===== config.mk =====
export PLATFORM = sky130hd
export DESIGN_NAME = mem_stage
export DESIGN_NICKNAME = d
export VERILOG_FILES = /design/src/rtl/mem_stage.sv
export SDC_FILE = /design/constraint.sdc
export NUM_CORES = 1
export LEC_CHECK = 0
export ABC_AREA = 1
export BUFFER_PORTS_ARGS = -buffer_cell sky130_fd_sc_hd__buf_4
export CAP_MARGIN = 0
export CORE_AREA = 2 2 179 181
export CTS_CLUSTER_SIZE = 30
export DETAILED_ROUTE_END_ITERATION = 7
export DIE_AREA = 0 0 181 183
export PLACE_DENSITY = 0.79
export SYNTH_ARGS = -nofsm -noshare
export SYNTH_HDL_FRONTEND = slang
export SYNTH_SLANG_ARGS = --single-unit

===== constraint.sdc =====
create_clock -name clk -period 4.6 [get_ports clk]
set_clock_uncertainty 0.15 [all_clocks]
set_input_delay 1.38 -clock clk [delete_from_list [all_inputs] [get_ports clk]]
set_output_delay 1.38 -clock clk [all_outputs]
set_load 0.01 [all_outputs]

===== src/rtl/mem_stage.sv =====
// MEM stage of the in-order pipeline: waits for the data-SRAM response, aligns load data, hands off to WB.
// Optional build macro MEM_FWD_EN enables forwarding of MEM results to ID.
module mem_stage #(
    parameter int DISCARD_W = 2
) (
    input  logic          clk,
    input  logic          resetn,
    input  logic          es2ms_valid,
    output logic          ms_allowin,
    input  logic [154:0]  es2ms_bus,
    input  logic [38:0]   es_rf_zip,
    input  logic          data_sram_data_ok,
    input  logic [31:0]   data_sram_rdata,
    output logic          ms2ws_valid,
    input  logic          ws_allowin,
    output logic [148:0]  ms2ws_bus,
    output logic [38:0]   ms_rf_zip,
    output logic [38:0]   ms_fwd,
    input  logic          wb_ex,
    input  logic          ertn_flush,
    output logic          ms_ex
);

    logic                 ms_valid_q, ms_valid_d;
    logic [4:0]           ld_op_q;
    logic                 mem_req_q;
    logic [31:0]          vaddr_q;
    logic [31:0]          pc_q;
    logic [84:0]          except_q;
    logic                 csr_re_q;
    logic                 rf_we_q;
    logic [4:0]           rf_waddr_q;
    logic [31:0]          alu_result_q;
    logic                 rdbuf_valid_q, rdbuf_valid_d;
    logic [31:0]          rdbuf_data_q, rdbuf_data_d;
    logic [DISCARD_W-1:0] discard_cnt_q, discard_cnt_d;

    logic flush, cnt_zero, live_ok, got_resp, waiting, ms_ready_go;
    logic accept, handoff, cnt_inc, cnt_dec;
    logic [31:0] rdata_sel, ld_result, final_wdata;
    logic [7:0]  ld_byte;
    logic [15:0] ld_half;
    logic        fwd_block, fwd_we;
    logic [31:0] fwd_wdata;

    assign flush       = wb_ex | ertn_flush;
    assign cnt_zero    = (discard_cnt_q == '0);
    // A response only belongs to the current instruction once all stale ones are drained
    assign live_ok     = data_sram_data_ok & cnt_zero;
    assign got_resp    = rdbuf_valid_q | live_ok;
    assign waiting     = ms_valid_q & mem_req_q & ~got_resp;
    assign ms_ready_go = ~mem_req_q | got_resp;
    assign ms_allowin  = ~ms_valid_q | (ms_ready_go & ws_allowin);
    assign ms2ws_valid = ms_valid_q & ms_ready_go;
    assign accept      = es2ms_valid & ms_allowin & ~flush;
    assign handoff     = ms2ws_valid & ws_allowin;
    assign cnt_inc     = flush & waiting;
    assign cnt_dec     = data_sram_data_ok & ~cnt_zero;

    always_comb begin
        ms_valid_d = ms_valid_q;
        if (flush) begin
            ms_valid_d = 1'b0;
        end else if (ms_allowin) begin
            ms_valid_d = es2ms_valid;
        end
    end

    always_comb begin
        rdbuf_valid_d = rdbuf_valid_q;
        rdbuf_data_d  = rdbuf_data_q;
        if (flush || handoff) begin
            rdbuf_valid_d = 1'b0;
        end else if (live_ok && ms_valid_q && mem_req_q && !ws_allowin && !rdbuf_valid_q) begin
            rdbuf_valid_d = 1'b1;
            rdbuf_data_d  = data_sram_rdata;
        end
    end

    always_comb begin
        discard_cnt_d = discard_cnt_q;
        if (cnt_inc && !cnt_dec) begin
            discard_cnt_d = discard_cnt_q + DISCARD_W'(1);
        end else if (cnt_dec && !cnt_inc) begin
            discard_cnt_d = discard_cnt_q - DISCARD_W'(1);
        end
    end

    always_ff @(posedge clk) begin
        if (!resetn) begin
            ms_valid_q    <= 1'b0;
            ld_op_q       <= '0;
            mem_req_q     <= 1'b0;
            vaddr_q       <= '0;
            pc_q          <= '0;
            except_q      <= '0;
            csr_re_q      <= 1'b0;
            rf_we_q       <= 1'b0;
            rf_waddr_q    <= '0;
            alu_result_q  <= '0;
            rdbuf_valid_q <= 1'b0;
            rdbuf_data_q  <= '0;
            discard_cnt_q <= '0;
        end else begin
            ms_valid_q    <= ms_valid_d;
            rdbuf_valid_q <= rdbuf_valid_d;
            rdbuf_data_q  <= rdbuf_data_d;
            discard_cnt_q <= discard_cnt_d;
            if (accept) begin
                {ld_op_q, mem_req_q, vaddr_q, pc_q, except_q}   <= es2ms_bus;
                {csr_re_q, rf_we_q, rf_waddr_q, alu_result_q}   <= es_rf_zip;
            end
        end
    end

    assign rdata_sel = rdbuf_valid_q ? rdbuf_data_q : data_sram_rdata;

    always_comb begin
        ld_byte = rdata_sel[7:0];
        unique case (vaddr_q[1:0])
            2'd1:    ld_byte = rdata_sel[15:8];
            2'd2:    ld_byte = rdata_sel[23:16];
            2'd3:    ld_byte = rdata_sel[31:24];
            default: ld_byte = rdata_sel[7:0];
        endcase
    end

    // Misaligned halfwords never get here: EX raises ALE and drops mem_req
    assign ld_half = vaddr_q[1] ? rdata_sel[31:16] : rdata_sel[15:0];

    always_comb begin
        ld_result = 32'h0;
        if (ld_op_q[4]) begin
            ld_result = {{24{ld_byte[7]}}, ld_byte};
        end else if (ld_op_q[3]) begin
            ld_result = {{16{ld_half[15]}}, ld_half};
        end else if (ld_op_q[2]) begin
            ld_result = rdata_sel;
        end else if (ld_op_q[1]) begin
            ld_result = {24'h0, ld_byte};
        end else if (ld_op_q[0]) begin
            ld_result = {16'h0, ld_half};
        end
    end

    assign final_wdata = (|ld_op_q) ? ld_result : alu_result_q;

    assign ms_ex     = ms_valid_q & (|except_q[6:0]);
    assign ms2ws_bus = {vaddr_q, pc_q, except_q};
    assign ms_rf_zip = {csr_re_q, rf_we_q & ms_valid_q, rf_waddr_q, final_wdata};

`ifdef MEM_FWD_EN
    assign fwd_we    = ms_valid_q & rf_we_q & ~ms_ex;
    assign fwd_block = ms_valid_q & (csr_re_q | ((|ld_op_q) & ~got_resp));
    assign fwd_wdata = final_wdata;
`else
    // Without forwarding, ID has to stall on any write pending in MEM
    assign fwd_we    = 1'b0;
    assign fwd_block = ms_valid_q & rf_we_q;
    assign fwd_wdata = 32'h0;
`endif

    assign ms_fwd = {fwd_block, fwd_we, rf_waddr_q, fwd_wdata};

endmodule


==> out/qor.txt <==
================================================================================
Boundary pin count                                                           463
Largest cells by area after synthesis                               sky130_fd_sc_hd__dfxtp_1 (36%), sky130_fd_sc_hd__inv_1 (19%), sky130_fd_sc_hd__nand2_1 (16%)
Path class of the lowest-slack min-delay path                            reg2reg
Post-layout net count                                                      2,746
Per-cell via count in the routed design                                     4.48
Number of violations of the max-capacitance limit                              0
Type of destination of the critical path                              output pin
Number of storage elements in the synthesis netlist                          230
Overall power after layout                                               5.36 mW
Finished Layout Cells                                                      2,939
F_max                                                                    234 MHz
Main combinational cell family by area after synthesis              simple AND/OR/NAND/NOR gates
Final estimated routing congestion in global placement                     0.893
Filler Cells Inserted                                                      2,965
Depth of the worst register-to-register path                                  11
Cell count after placement                                                 2,884
DR WL/cell                                                               13.5 um
Initial core utilization                                                   41.3%
Fraction of final layout cells with drive strength greater than 1          19.8%
Post-synthesis sequential area ratio                                       35.7%
Crit Reg-Reg Endpoint                                               alu_result_q[26]
Number of buffers created by CTS                                              28
CTS Hold Buffers Added                                                         0
Adder-Cell Fraction of Synth Area                                        0.0970%
Wire length reported by the detailed router                              39.7 mm
CTS tree                                                                     yes
Static power due to leakage                                              9.84 nW
Final critical delay including setup and external delays                 4.27 ns
Area of the mapped netlist                                           12,900 um^2
Final setup violation count                                                    0
Quantity of gates resized following cts                                        0
Width of the chip                                                         181 um
Later-pin clock latency in the skew report                               0.54 ns
Via Count                                                                 13,200
Aggregate global-route resource usage                                      23.1%
Capturing element of the worst setup path                           ms_rf_zip[30]
Number of enable flip-flop cells after synthesis                               0
Clock buffer depth                                                             3
Slowest-stage cell, CP                                              sky130_fd_sc_hd__buf_4
Die H                                                                     183 um
Critical path, cell by cell                                         buf_4, inv_1, nand2_1, nand3_1, nand4_1, nand2_1, buf_4, o2111ai_1, buf_4
P per Cell Area                                                      318 nW/um^2
Critical path origin                                                data_sram_rdata[15]
Std cell rows                                                                 65
Gate Count Post-Synth                                                      2,160
Critical Setup Path Class                                                 in2out
Post-synthesis compound-gate area fraction                                 4.90%
Final number of max-transition violations                                      0
Distinct cell type count of the synthesized netlist                           35
Source of the worst register-to-register timing path                rdbuf_valid_q
Run status                                                          finished, final reports clean
Slowest cell delay on critical path                                      0.30 ns
XOR/XNOR share of the synthesized area                                        0%
Mux cell area share after synthesis                                           0%
Fraction of the mapped netlist area in simple logic gates                  32.7%
Overall die area                                                     33,100 um^2
Number of setup buffers added after CTS                                        0
Worst-path clk slew                                                      0.06 ns
Synthesized area per cell                                              5.97 um^2
Top cell type by total area after synthesis                         sky130_fd_sc_hd__dfxtp_1
Most numerous cell in the Yosys netlist                             sky130_fd_sc_hd__inv_1
Fin Setup TNS                                                               0 ns
Arrival time reported for the critical path endpoint                     2.74 ns
Warnings, synthesis                                                            0
Dominant register cell in the synthesized netlist                   sky130_fd_sc_hd__dfxtp_1
Commonest cells post-synth                                          sky130_fd_sc_hd__inv_1 (636), sky130_fd_sc_hd__nand2_1 (533), sky130_fd_sc_hd__dfxtp_1 (230), sky130_fd_sc_hd__nand3_1 (229), sky130_fd_sc_hd__nor2_1 (226)
Grt ovf                                                                        0
Via count of the first global-routing pass                                12,500
Cell at the root of the clock tree                                  sky130_fd_sc_hd__clkbuf_16
Remaining antenna violation count                                              0
Floorplan Core Area                                                  31,200 um^2
Antenna violations before repair                                               5
Detailed Routing Iterations Pass 1                                             5
Worst slew pin tran                                                     0.991 ns
Proportion of netlist area held by the largest area contributor            35.7%
Sinks on the clock net                                                       230
Required time of the worst setup path                                    3.07 ns
Final period utilization                                                   92.8%
Setup repair after global routing missed its margin                        false
Count of unresolved DRC violations after routing                               0
Initial drt markers                                                          628
Slew Limit Headroom                                                        34.0%
Reg2Reg Setup Slack                                                      1.88 ns
Maximum net fanout on the critical path                                       25
Area overhead of the layout relative to synthesis                          30.7%
Wire length of the first global-routing pass                             62.7 mm
H-tree lvl count                                                               1
Final number of hold-violating endpoints                                       0
Final Util                                                                 53.9%
Worst voltage drop across the vdd grid                                0.000252 V
Critical Path Start Type                                              input port
Share of synthesized flip-flops with an asynchronous set or reset             0%
Sequential cell area                                                   4600 um^2
Largest net degree at the start of global routing                            195
Placed wire-length estimate                                              27.9 mm
Footprint of the multi-input gates                                     4990 um^2
Most frequent CP cell                                               sky130_fd_sc_hd__buf_4
Count of input and output buffers                                            429
================================================================================
## worst max-delay path: cells and delay by family
| family | cells | cell delay (ns) |
|---|---|---|
| compound gates | 1 | 0.22 |
| buf+inv | 4 | 0.68 |
| simple gates | 4 | 0.45 |
## where the power goes
group | switching (mW) | internal [mW] | total (mW)
logic | 0.548 | 0.452 | 1.00
clock network | 0.885 | 1.33 | 2.22
registers | 0.0533 | 2.09 | 2.14
total | 1.49 | 3.87 | 5.36
## registers in the layout (all words and copies together), names as in the netlist
name           flops
alu_result_q      32
rf_we_q            1
rf_waddr_q         5
ms_valid_q         1
vaddr_q           32
ld_op_q            5
mem_req_q          1
pc_q              32
rdbuf_data_q      32
except_q          85
discard_cnt_q      2
csr_re_q           1
rdbuf_valid_q      1
## stage by stage
stage	worst slack [ns]	hold WS [ns]	cell area (um^2)
global route	0.124	0.388	16800
finish	0.329	0.351	16800
floorplan	0.770	0.321	13000
global placement	0.351	0.331	15900
detailed placement	0.343	0.348	15900
CTS	0.339	0.357	16800
## cells in the final DEF (no fill, tap or decap), drive strengths merged, types with 2 or more instances in the layout
cell type	Yosys	final
and2	8	8
dfxtp	230	230
buf	115	443
nand3	230	230
a21oi	48	48
o21ai	50	50
clkinv	1	7
nand4	13	13
clkbuf	38	42
o2111ai	7	7
conb	1	33
a32oi	2	2
nor2	228	228
nand2	536	536
inv	640	642
nor3	2	2
a31oi	5	5
diode	0	4
## metal layers
layer | up-vias | global-route usage, % | part of all wire, %
met3 | 78 | 5.36 | 8.0
met4 | 2 | 7.77 | 3.0
li1 | 6808 | - | -
met2 | 504 | 40.4 | 47
met1 | 5786 | 28.0 | 42
met5 | - | 0 | 0.023
## final cells by class
| class | instances | area share [%] |
|---|---|---|
| Clock buffer | 42 | 5.07 |
| Clock inverter | 9 | 0.460 |
| Multi-Input combinational cell | 1168 | 29.6 |
| Inverter | 641 | 14.3 |
| Tap cell | 402 | 2.99 |
| Sequential cell | 230 | 27.3 |
| Antenna cell | 4 | 0.0594 |
| Timing Repair Buffer | 443 | 20.1 |
## cells by family after synthesis
family                     count (synthesis)
and+or+nand+nor                         1018
other                                      1
buffers and inverters                    794
AOI/OAI and AO/OA                        116
DFF                                      230
adders and majority gates                  1
## how the worst min path moves through the flow
stage / start / end / slack (ns) / depth (start not counted)
after floorplan: discard_cnt_q[1] / discard_cnt_q[1] / 0.32 / 2
after global placement: discard_cnt_q[1] / discard_cnt_q[1] / 0.33 / 2
after detailed placement: alu_result_q[29] / alu_result_q[29] / 0.35 / 4
after CTS: discard_cnt_q[1] / discard_cnt_q[1] / 0.36 / 2
after global routing: vaddr_q[16] / vaddr_q[16] / 0.39 / 4
final: discard_cnt_q[1] / discard_cnt_q[1] / 0.35 / 2
Note: power is estimated with default switching activity, not from simulation.
